## src/rtl/branch_resolve_ctrl.sv

```systemverilog
// EX-stage branch resolution: decides taken/not-taken, detects mispredicts, issues a
// registered one-cycle redirect to IF and maintains a PC-indexed 2-bit predictor table.
module branch_resolve_ctrl #(
   parameter int unsigned BHT_IDX_BITS = 6,
   parameter int unsigned CNT_WIDTH    = 16
) (
   input  logic                 Clk,
   input  logic                 Reset,
   input  logic [31:0]          IF_PC,
   output logic                 IF_Pred_Taken,
   input  logic                 EX_Valid,
   input  logic                 EX_Branch,
   input  logic                 EX_Jump,
   input  logic [2:0]           EX_Funct3,
   input  logic [31:0]          EX_PC,
   input  logic [31:0]          EX_Target,
   input  logic                 EX_Pred_Taken,
   input  logic                 Stall,
   output logic                 Branch_Un_Ctrl,
   input  logic                 Branch_Equal,
   input  logic                 Branch_Lt,
   output logic                 Redirect_Valid,
   output logic [31:0]          Redirect_PC,
   output logic                 Illegal_Branch,
   output logic [CNT_WIDTH-1:0] Mispredict_Count
);

   localparam int unsigned BHT_ENTRIES = 1 << BHT_IDX_BITS;

   typedef enum logic [1:0] {
      STRONG_NT = 2'b00,
      WEAK_NT   = 2'b01,
      WEAK_T    = 2'b10,
      STRONG_T  = 2'b11
   } ctr_t;

   ctr_t bht [BHT_ENTRIES];

   logic [BHT_IDX_BITS-1:0] if_idx;
   logic [BHT_IDX_BITS-1:0] ex_idx;
   logic                    res;
   logic                    legal;
   logic                    br_taken;
   logic                    taken;
   logic                    mispredict;
   logic                    bht_upd;
   ctr_t                    cur_ctr;
   ctr_t                    nxt_ctr;

   assign if_idx         = IF_PC[BHT_IDX_BITS+1:2];
   assign ex_idx         = EX_PC[BHT_IDX_BITS+1:2];
   assign IF_Pred_Taken  = bht[if_idx][1];
   assign Branch_Un_Ctrl = EX_Funct3[1];

   // An instruction in EX during a redirect cycle is wrong-path and is dropped.
   assign res = EX_Valid & ~Stall & ~Redirect_Valid;

   always_comb begin
      legal    = 1'b1;
      br_taken = 1'b0;
      case (EX_Funct3)
         3'b000:          br_taken = Branch_Equal;
         3'b001:          br_taken = ~Branch_Equal;
         3'b100, 3'b110:  br_taken = Branch_Lt;
         3'b101, 3'b111:  br_taken = ~Branch_Lt;
         default:         legal    = 1'b0;
      endcase
   end

   assign taken      = EX_Jump | (EX_Branch & br_taken);
   assign mispredict = taken != EX_Pred_Taken;
   assign bht_upd    = res & EX_Branch & ~EX_Jump & legal;
   assign cur_ctr    = bht[ex_idx];

   always_comb begin
      nxt_ctr = cur_ctr;
      if (taken && cur_ctr != STRONG_T)
         nxt_ctr = ctr_t'(cur_ctr + 2'd1);
      else if (!taken && cur_ctr != STRONG_NT)
         nxt_ctr = ctr_t'(cur_ctr - 2'd1);
   end

   always_ff @(posedge Clk) begin
      if (Reset) begin
         for (int unsigned i = 0; i < BHT_ENTRIES; i++)
            bht[i] <= WEAK_NT;
         Redirect_Valid   <= 1'b0;
         Redirect_PC      <= '0;
         Illegal_Branch   <= 1'b0;
         Mispredict_Count <= '0;
      end else begin
         Redirect_Valid <= res & mispredict;
         Illegal_Branch <= res & EX_Branch & ~EX_Jump & ~legal;
         // Count moves with the redirect so it already includes the pulse being shown.
         if (res && mispredict) begin
            Redirect_PC <= taken ? EX_Target : EX_PC + 32'd4;
            if (Mispredict_Count != '1)
               Mispredict_Count <= Mispredict_Count + 1'b1;
         end
         if (bht_upd)
            bht[ex_idx] <= nxt_ctr;
      end
   end

endmodule

```

## config.mk

```make
export PLATFORM = sky130hd
export DESIGN_NAME = branch_resolve_ctrl
export DESIGN_NICKNAME = d
export VERILOG_FILES = /design/src/rtl/branch_resolve_ctrl.sv
export SDC_FILE = /design/constraint.sdc
export NUM_CORES = 1
export LEC_CHECK = 0
export ABC_AREA = 1
export BUFFER_PORTS_ARGS = -buffer_cell sky130_fd_sc_hd__clkbuf_2
export CELL_PAD_IN_SITES_DETAIL_PLACEMENT = 1
export CELL_PAD_IN_SITES_GLOBAL_PLACEMENT = 2
export CORE_ASPECT_RATIO = 1.5
export CORE_UTILIZATION = 34
export CTS_BUF_LIST = sky130_fd_sc_hd__clkbuf_8
export DETAILED_ROUTE_END_ITERATION = 8
export GPL_ROUTABILITY_DRIVEN = 1
export MAX_ROUTING_LAYER = met4
export PLACE_DENSITY_LB_ADDON = 0.2
export REMOVE_ABC_BUFFERS = 1
export SYNTH_ARGS = -nofsm -noshare
export SYNTH_HDL_FRONTEND = slang
export SYNTH_SLANG_ARGS = --single-unit
```

## constraint.sdc

```tcl
create_clock -name Clk -period 3.34 [get_ports Clk]
set_input_delay 0.668 -clock Clk [delete_from_list [all_inputs] [get_ports Clk]]
set_output_delay 0.668 -clock Clk [all_outputs]
set_load 0.01 [all_outputs]
```

==> implementation parameters, run 1 <==
Parameter                              Value

Synthesis
  Count of flip-flops with a built-in enable after synthesis    128
  Top cells by instance count after synthesis    sky130_fd_sc_hd__nand2_1, sky130_fd_sc_hd__nor2_1, sky130_fd_sc_hd__inv_1
  Post-synthesis instance area    between 0.01 and 0.015 mm²
  YS warnings    0
  Sequential cell area fraction in the yosys report    44.0%
  Top cell type by total area after synthesis    sky130_fd_sc_hd__edfxtp_1
  Cell variety after synth    38
  Mean instance size in the synthesized netlist    approximately 7.1 µm²
  Yosys top cell area share    a little over a third
  Number of synthesized register bits    178
  Async SR Flop Fraction    0%
  Cells after synthesis    1541
  Top flip-flop cell by instance count after synthesis    sky130_fd_sc_hd__edfxtp_1
  Synth top area cells    sky130_fd_sc_hd__edfxtp_1, sky130_fd_sc_hd__nand2_1, sky130_fd_sc_hd__dfxtp_1
  Cell with the most instances after synthesis    sky130_fd_sc_hd__nand2_1

Timing
  Number of setup violations in the final report    0
  Final period utilization    90.6%
  Relative slew slack    30.2%
  Post-Route Setup TNS    0 ps
  Setup repair after global routing missed its margin    false
  Clock period minus final worst setup slack    3030 ps
  Post-Route Skew    15.3 ps
  Endpoints failing hold    0
  Least-Margin Pin Slew    1050 ps
  Maximum clock frequency    roughly 330 MHz
  Number of slew-limit violations in the final report    0

Final layout
  Fill cells    between 4000 and 5000
  Register cell area after layout    0.00484 mm²
  Total area of multi-input combinational cells    0.00496 mm²
  Relative area change from synthesis to final layout    16.7%
  Share of post-route cells with drive strength above 1    16.1%
  Final core utilization    40.4%
  Final Net Count    1798
  Count of antenna diodes in the layout    0

Route
  Mean number of vias per cell    5.09
  Count of TritonRoute iterations in the first routing pass    5
  Routed WL    40000 µm
  DR DRC count    0
  Violation count after the first detailed-route iteration    462
  Final routed wire length divided by cell count    19.0 µm
  Total via count in the routed design    ~11000
  Detail Route Antenna Nets    0

Placed design
  Placer congestion estimate    0.883
  Post-DP HPWL    28900 µm
  # port buffers    about 130

Global route
  Overflow left after global routing    0
  Via count of the first global-routing pass    approximately 11000
  Largest net degree at the start of global routing    84
  Number of antenna violations at the first check in global routing    0
  Wire length of the first global-routing pass    61300 µm
  Overall track demand over capacity in global routing    25.7%

Setup path
  Data required, critical path    around 3600 ps
  Critical Path Sink Type    flip-flop
  Path depth of the worst reg2reg path    13
  CP max stage delay    320 ps
  Worst endpoint data arrival time    ~3300 ps
  R2R Setup Slk    470 ps
  Dominant delay contributor by cell family on the critical path    simple AND/OR/NAND/NOR gates
  Worst path cell trace    clkbuf_2 -> inv_4 -> buf_12 -> nand2_1 -> nand2_1 -> nand2_1 -> a21oi_1 -> o21ai_0 -> nand2_1 -> nor2_2 -> nand2_2 -> ha_1 -> or2_2 -> or2_4 -> nand2_4 -> buf_4 -> nor2_1
  Capture instance of the worst register-to-register path    bht[18][1]$_SDFFCE_PN0P_
  Most frequent CP cell    sky130_fd_sc_hd__nand2_1
  Class of the most critical setup path    in2reg
  Category of the worst setup path launch point    primary input
  CP bufs+invs    4
  CP max-delay cell    sky130_fd_sc_hd__or2_2
  Crit Reg-Reg Startpoint    bht[63][1]$_SDFFCE_PN0P_
  Max FO, Critical Path    30

Power and ir drop
  Leakage power    between 0.005 and 0.006 µW
  Power per cell area    about 400 mW/mm²
  Maximum VDD drop    0.000287 V

Min path
  Instance count along the most critical hold path    3
  Launch point of the worst hold path    EX_Target[16]
  Hold crit path type    in2reg
  Hold endpoint    Redirect_PC[16]$_SDFFE_PP0P_

Outcome
  Outcome    finished clean

Floorplan
  Initial core utilization    between 30 and 40%
  Area of the die    0.0331 mm²
  Height of the chip    222 µm
  I/O pin total    160
  Horizontal die dimension    149 µm
  Area of the core    0.0318 mm²
  Number of rows in the core area    80

Clocking
  CTS tree    yes
  Clock transition time at the flip-flop clock pins of the worst setup and hold paths    100 ps
  Clock latency at the later pin of the worst-skew pair    510 ps
  Bufs on Longest Clock Path    2
  Number of buffers added by the clock tree synthesis step    17
  Sinks on the clock net    178
  Buffers inserted during post-CTS setup optimization    0
  Number of cells upsized or downsized after cts    0
  Root cell of the clock tree    sky130_fd_sc_hd__clkbuf_8
  Hold-fix buffers at CTS    0
  H-tree depth reported by CTS    4

Run
  Max-cap check violation count    0
[cells by family after synthesis]
group | share of synthesized area (%)
AO/OA/AOI/OAI | 9.60
XOR/XNOR | 1.99
adder cells (fa/ha/maj) | 0.454
buffers and inverters | 11.0
flip-flops | 44.0
AND/OR/NAND/NOR | 33.0
[metrics by stage]
step / hold slack [ps] / worst slack, ps / total power [µW] / cell area, µm² / instances
floorplan: 484 / -55.6 / 2940 / 10500 / 1463
global placement: 454 / -162 / 3510 / 12500 / 2077
detailed placement: 458 / -196 / 3530 / 12500 / 2077
CTS: 356 / 346 / 5080 / 12900 / 2109
global route: 421 / 182 / 5230 / 12900 / 2109
finish: 393 / 314 / 5030 / 12900 / 2109
[metal layers]
layer / GRT usage [%] / vias up / part of all wire, %
met1: 27.3 / 5190 / 39
met3: 3.51 / 83 / 3.8
met4: 12.3 / 0 / 4.2
li1: - / 5222 / -
met2: 46.0 / 238 / 53
met5: - / - / 0
[where the power goes]
part	internal, µW	switching, µW
clock	673	887
combinational	340	695
sequential	2410	25.6
total	3420	1610
[sequential cells by signal (all words and copies together), names as in the netlist]
name,flops
Redirect_PC,32
bht,128
Mispredict_Count,16
Redirect_Valid,1
Illegal_Branch,1
[worst max-delay path by stage]
stage,startpoint,cells past startpoint,to,slack [ps]
floorplan,EX_PC[2],13,bht[0][0]$_SDFFCE_PN1P_,-60
global placement,EX_PC[2],17,bht[13][1]$_SDFFCE_PN0P_,-160
detailed placement,EX_PC[2],17,bht[52][1]$_SDFFCE_PN0P_,-200
CTS,EX_PC[2],17,bht[12][1]$_SDFFCE_PN0P_,350
global route,EX_PC[2],17,bht[13][1]$_SDFFCE_PN0P_,180
finish,EX_PC[2],17,bht[18][1]$_SDFFCE_PN0P_,310
[cell usage in the layout, fill, tap and decap left out, types with 4 or more instances in the layout]
master	instances
sky130_fd_sc_hd__dfxtp_1	50
sky130_fd_sc_hd__inv_6	4
sky130_fd_sc_hd__nand3b_1	7
sky130_fd_sc_hd__nor2_1	237
sky130_fd_sc_hd__nor2_2	14
sky130_fd_sc_hd__edfxtp_1	128
sky130_fd_sc_hd__buf_4	55
sky130_fd_sc_hd__o21ai_1	12
sky130_fd_sc_hd__inv_1	191
sky130_fd_sc_hd__nand4_1	7
sky130_fd_sc_hd__o211ai_1	17
sky130_fd_sc_hd__buf_12	16
sky130_fd_sc_hd__o21ai_0	85
sky130_fd_sc_hd__clkbuf_2	133
sky130_fd_sc_hd__a21oi_1	84
sky130_fd_sc_hd__nand3_1	144
sky130_fd_sc_hd__clkinv_4	5
sky130_fd_sc_hd__nand2_2	5
sky130_fd_sc_hd__inv_2	4
sky130_fd_sc_hd__xnor2_1	8
sky130_fd_sc_hd__nor3_1	19
sky130_fd_sc_hd__ha_1	4
sky130_fd_sc_hd__nand2_1	407
sky130_fd_sc_hd__xor2_1	17
sky130_fd_sc_hd__clkbuf_8	17
[area by class of cell]
cell class / instances / area share [%]
multi-input cells: 1089 / 38.6
flip-flops and latches: 178 / 37.7
repair buffers: 204 / 10.9
inverters: 196 / 5.76
well taps: 410 / 3.99
clock buffers: 17 / 1.82
clock inverters: 15 / 1.24
[worst register-to-register path: stages (launching register included)]
cell	delay, ps
sky130_fd_sc_hd__edfxtp_1	440
sky130_fd_sc_hd__or2_1	250
sky130_fd_sc_hd__nand2_1	60
sky130_fd_sc_hd__nand2_1	40
sky130_fd_sc_hd__o21ai_0	220
sky130_fd_sc_hd__nand2_1	150
sky130_fd_sc_hd__nor2_1	100
sky130_fd_sc_hd__nand2_1	140
sky130_fd_sc_hd__ha_1	220
sky130_fd_sc_hd__or2_2	320
sky130_fd_sc_hd__or2_4	250
sky130_fd_sc_hd__nand2_4	160
sky130_fd_sc_hd__buf_4	220
sky130_fd_sc_hd__nor2_1	70
No activity file was read; power rests on OpenSTA's default activity.
==> run 2, diff against run 1 <==
==> constraint.sdc (replaced) <==
create_clock -name Clk -period 3.34 [get_ports Clk]
set_input_delay 0.167 -clock Clk [delete_from_list [all_inputs] [get_ports Clk]]
set_output_delay 0.167 -clock Clk [all_outputs]
set_load 0.01 [all_outputs]
==> run 2 against run 1 <==
  * Clock-buffer cell count stayed put
  * Largest power group unchanged
  * Final cell count is 0.14% higher
  * Final area is 0.32% higher
  * Worst setup slack better by 160 ps
  * Non-clock buffer count is 2 higher
  * Largest cell class unchanged
  * Core utilization is 0.13 points higher
  * Clock skew hardly changed
  * Maximum frequency is 5.5% higher
==> implementation parameters, run 2 (synthesis gave the netlist of run 1 again) <==
Parameter                              Value

Clocking
  Bufs on Longest Clock Path    2
  Clock latency at the later pin of the worst-skew pair    ~510 ps
  Hold-fix buffers at CTS    30
  H-tree depth reported by CTS    4
  Sinks on the clock net    178
  Number of cells upsized or downsized after cts    0
  CTS tree    yes
  Root cell of the clock tree    sky130_fd_sc_hd__clkbuf_8
  Buffers inserted during post-CTS setup optimization    0
  Clock transition time at the flip-flop clock pins of the worst setup and hold paths    110 ps
  Number of buffers added by the clock tree synthesis step    17

Min path
  Hold crit path type    in2reg

Global route
  Overall track demand over capacity in global routing    26.1%
  Overflow left after global routing    0
  Number of antenna violations at the first check in global routing    1
  Wire length of the first global-routing pass    approximately 62000 µm
  Largest net degree at the start of global routing    87
  Via count of the first global-routing pass    roughly 11000

Placed design
  Placed Instances    2049
  Post-DP HPWL    28500 µm
  Placer congestion estimate    0.868
  # port buffers    133

Floorplan
  Horizontal die dimension    ~150 µm
  I/O pin total    160
  Area of the core    0.0318 mm²
  Initial core utilization    34.6%
  Area of the die    about 0.033 mm²
  Height of the chip    222 µm
  Number of rows in the core area    80

Timing
  Clock period minus final worst setup slack    2870 ps
  Final period utilization    85.9%
  Maximum clock frequency    about 350 MHz
  Setup repair after global routing missed its margin    false
  Number of slew-limit violations in the final report    0
  Relative slew slack    28.1%
  Number of setup violations in the final report    0
  Post-Route Skew    15.7 ps
  Post-Route Setup TNS    0 ps
  WHS    between 30 and 40 ps
  Least-Margin Pin Slew    1080 ps
  Endpoints failing hold    0

Setup path
  Worst endpoint data arrival time    3130 ps
  Category of the worst setup path launch point    flip-flop
  Class of the most critical setup path    reg2reg
  Data required, critical path    3600 ps
  Max FO, Critical Path    30
  Critical Path Sink Type    flip-flop

Route
  Violation count after the first detailed-route iteration    498
  DR DRC count    0
  Detail Route Antenna Nets    0
  Routed WL    just over 40000 µm
  Final routed wire length divided by cell count    around 19 µm
  Mean number of vias per cell    5.14
  Count of TritonRoute iterations in the first routing pass    4
  Total via count in the routed design    10865

Final layout
  Top Registers    bht (128), Redirect_PC (32), Mispredict_Count (16)
  Commonest non-fill, non-tap cell in the layout    sky130_fd_sc_hd__nand2_1
  Most flops, register    bht
  Non-filler cells in the finished layout    2112
  Relative area change from synthesis to final layout    17.1%
  Share of post-route cells with drive strength above 1    14.4%
  Final Net Count    1800
  Largest register FFs    around 130
  Top library cells by usage in the layout, fill and taps aside    sky130_fd_sc_hd__nand2_1, sky130_fd_sc_hd__nor2_1, sky130_fd_sc_hd__inv_1

Run
  Max-cap check violation count    0

Outcome
  Outcome    finished clean

Power and ir drop
  Maximum VDD drop    0.000256 V
  Leakage power    0.00532 µW
  Power per cell area    390 mW/mm²
-- run 2: report_power, final --
group	switching [µW]	internal [µW]	total (µW)	leakage, µW
Combinational	701	330	1030	0.00359
Clock	898	674	1570	0.000201
Sequential	25.9	2410	2430	0.00153
-- run 2: worst paths after layout --
path                                                    from                            to  slack, ps  cells after the start
worst min register to register  Redirect_PC[26]$_SDFFE_PP0P_  Redirect_PC[26]$_SDFFE_PP0P_        480                      2
worst max register to register      bht[51][0]$_SDFFCE_PN1P_      bht[13][1]$_SDFFCE_PN0P_        470                     14
worst max-delay path                bht[51][0]$_SDFFCE_PN1P_      bht[13][1]$_SDFFCE_PN0P_        470                     14
worst min-delay path                           EX_Target[20]  Redirect_PC[20]$_SDFFE_PP0P_         40                      5
-- run 2: metrics by stage --
step                total power [µW]  worst slack (ps)  utilization (%)  area (µm²)
detailed placement              3490               240             38.3       12200
finish                          5030               470             40.5       12900
global route                    5240               350             40.5       12900
global placement                3480               261             38.3       12200
CTS                             5080               494             40.5       12900
floorplan                       2940               445                -       10500
-- run 2: cell type report --
class                   instances  area, µm²
inverters                     196        741
fillers                      4088      18900
diodes                          1       2.50
repair buffers                206       1440
flip-flops and latches        178       4840
multi-input cells            1089       4960
well taps                     410        513
clock buffers                  17        234
clock inverters                15        158
-- run 2: metal layers --
metal | global-route usage, % | part of all wire [%]
met1 | 28.3 | 39
met2 | 46.7 | 53
met3 | 3.43 | 3.6
met4 | 11.5 | 3.8
met5 | - | 0
-- run 2: critical path, cell delays in order, from the launching register on --
cell and delay, ps:
sky130_fd_sc_hd__edfxtp_1 380, sky130_fd_sc_hd__nand2_1 80, sky130_fd_sc_hd__nand2_1 50, sky130_fd_sc_hd__nand2_1 50, sky130_fd_sc_hd__a21oi_1 80, sky130_fd_sc_hd__o21ai_0 340
sky130_fd_sc_hd__nand2_1 210, sky130_fd_sc_hd__nor2_2 180, sky130_fd_sc_hd__nand2_2 90, sky130_fd_sc_hd__ha_1 190, sky130_fd_sc_hd__or2_2 320, sky130_fd_sc_hd__or2_4 240
sky130_fd_sc_hd__nand2_4 100, sky130_fd_sc_hd__buf_12 210, sky130_fd_sc_hd__nor2_1 70
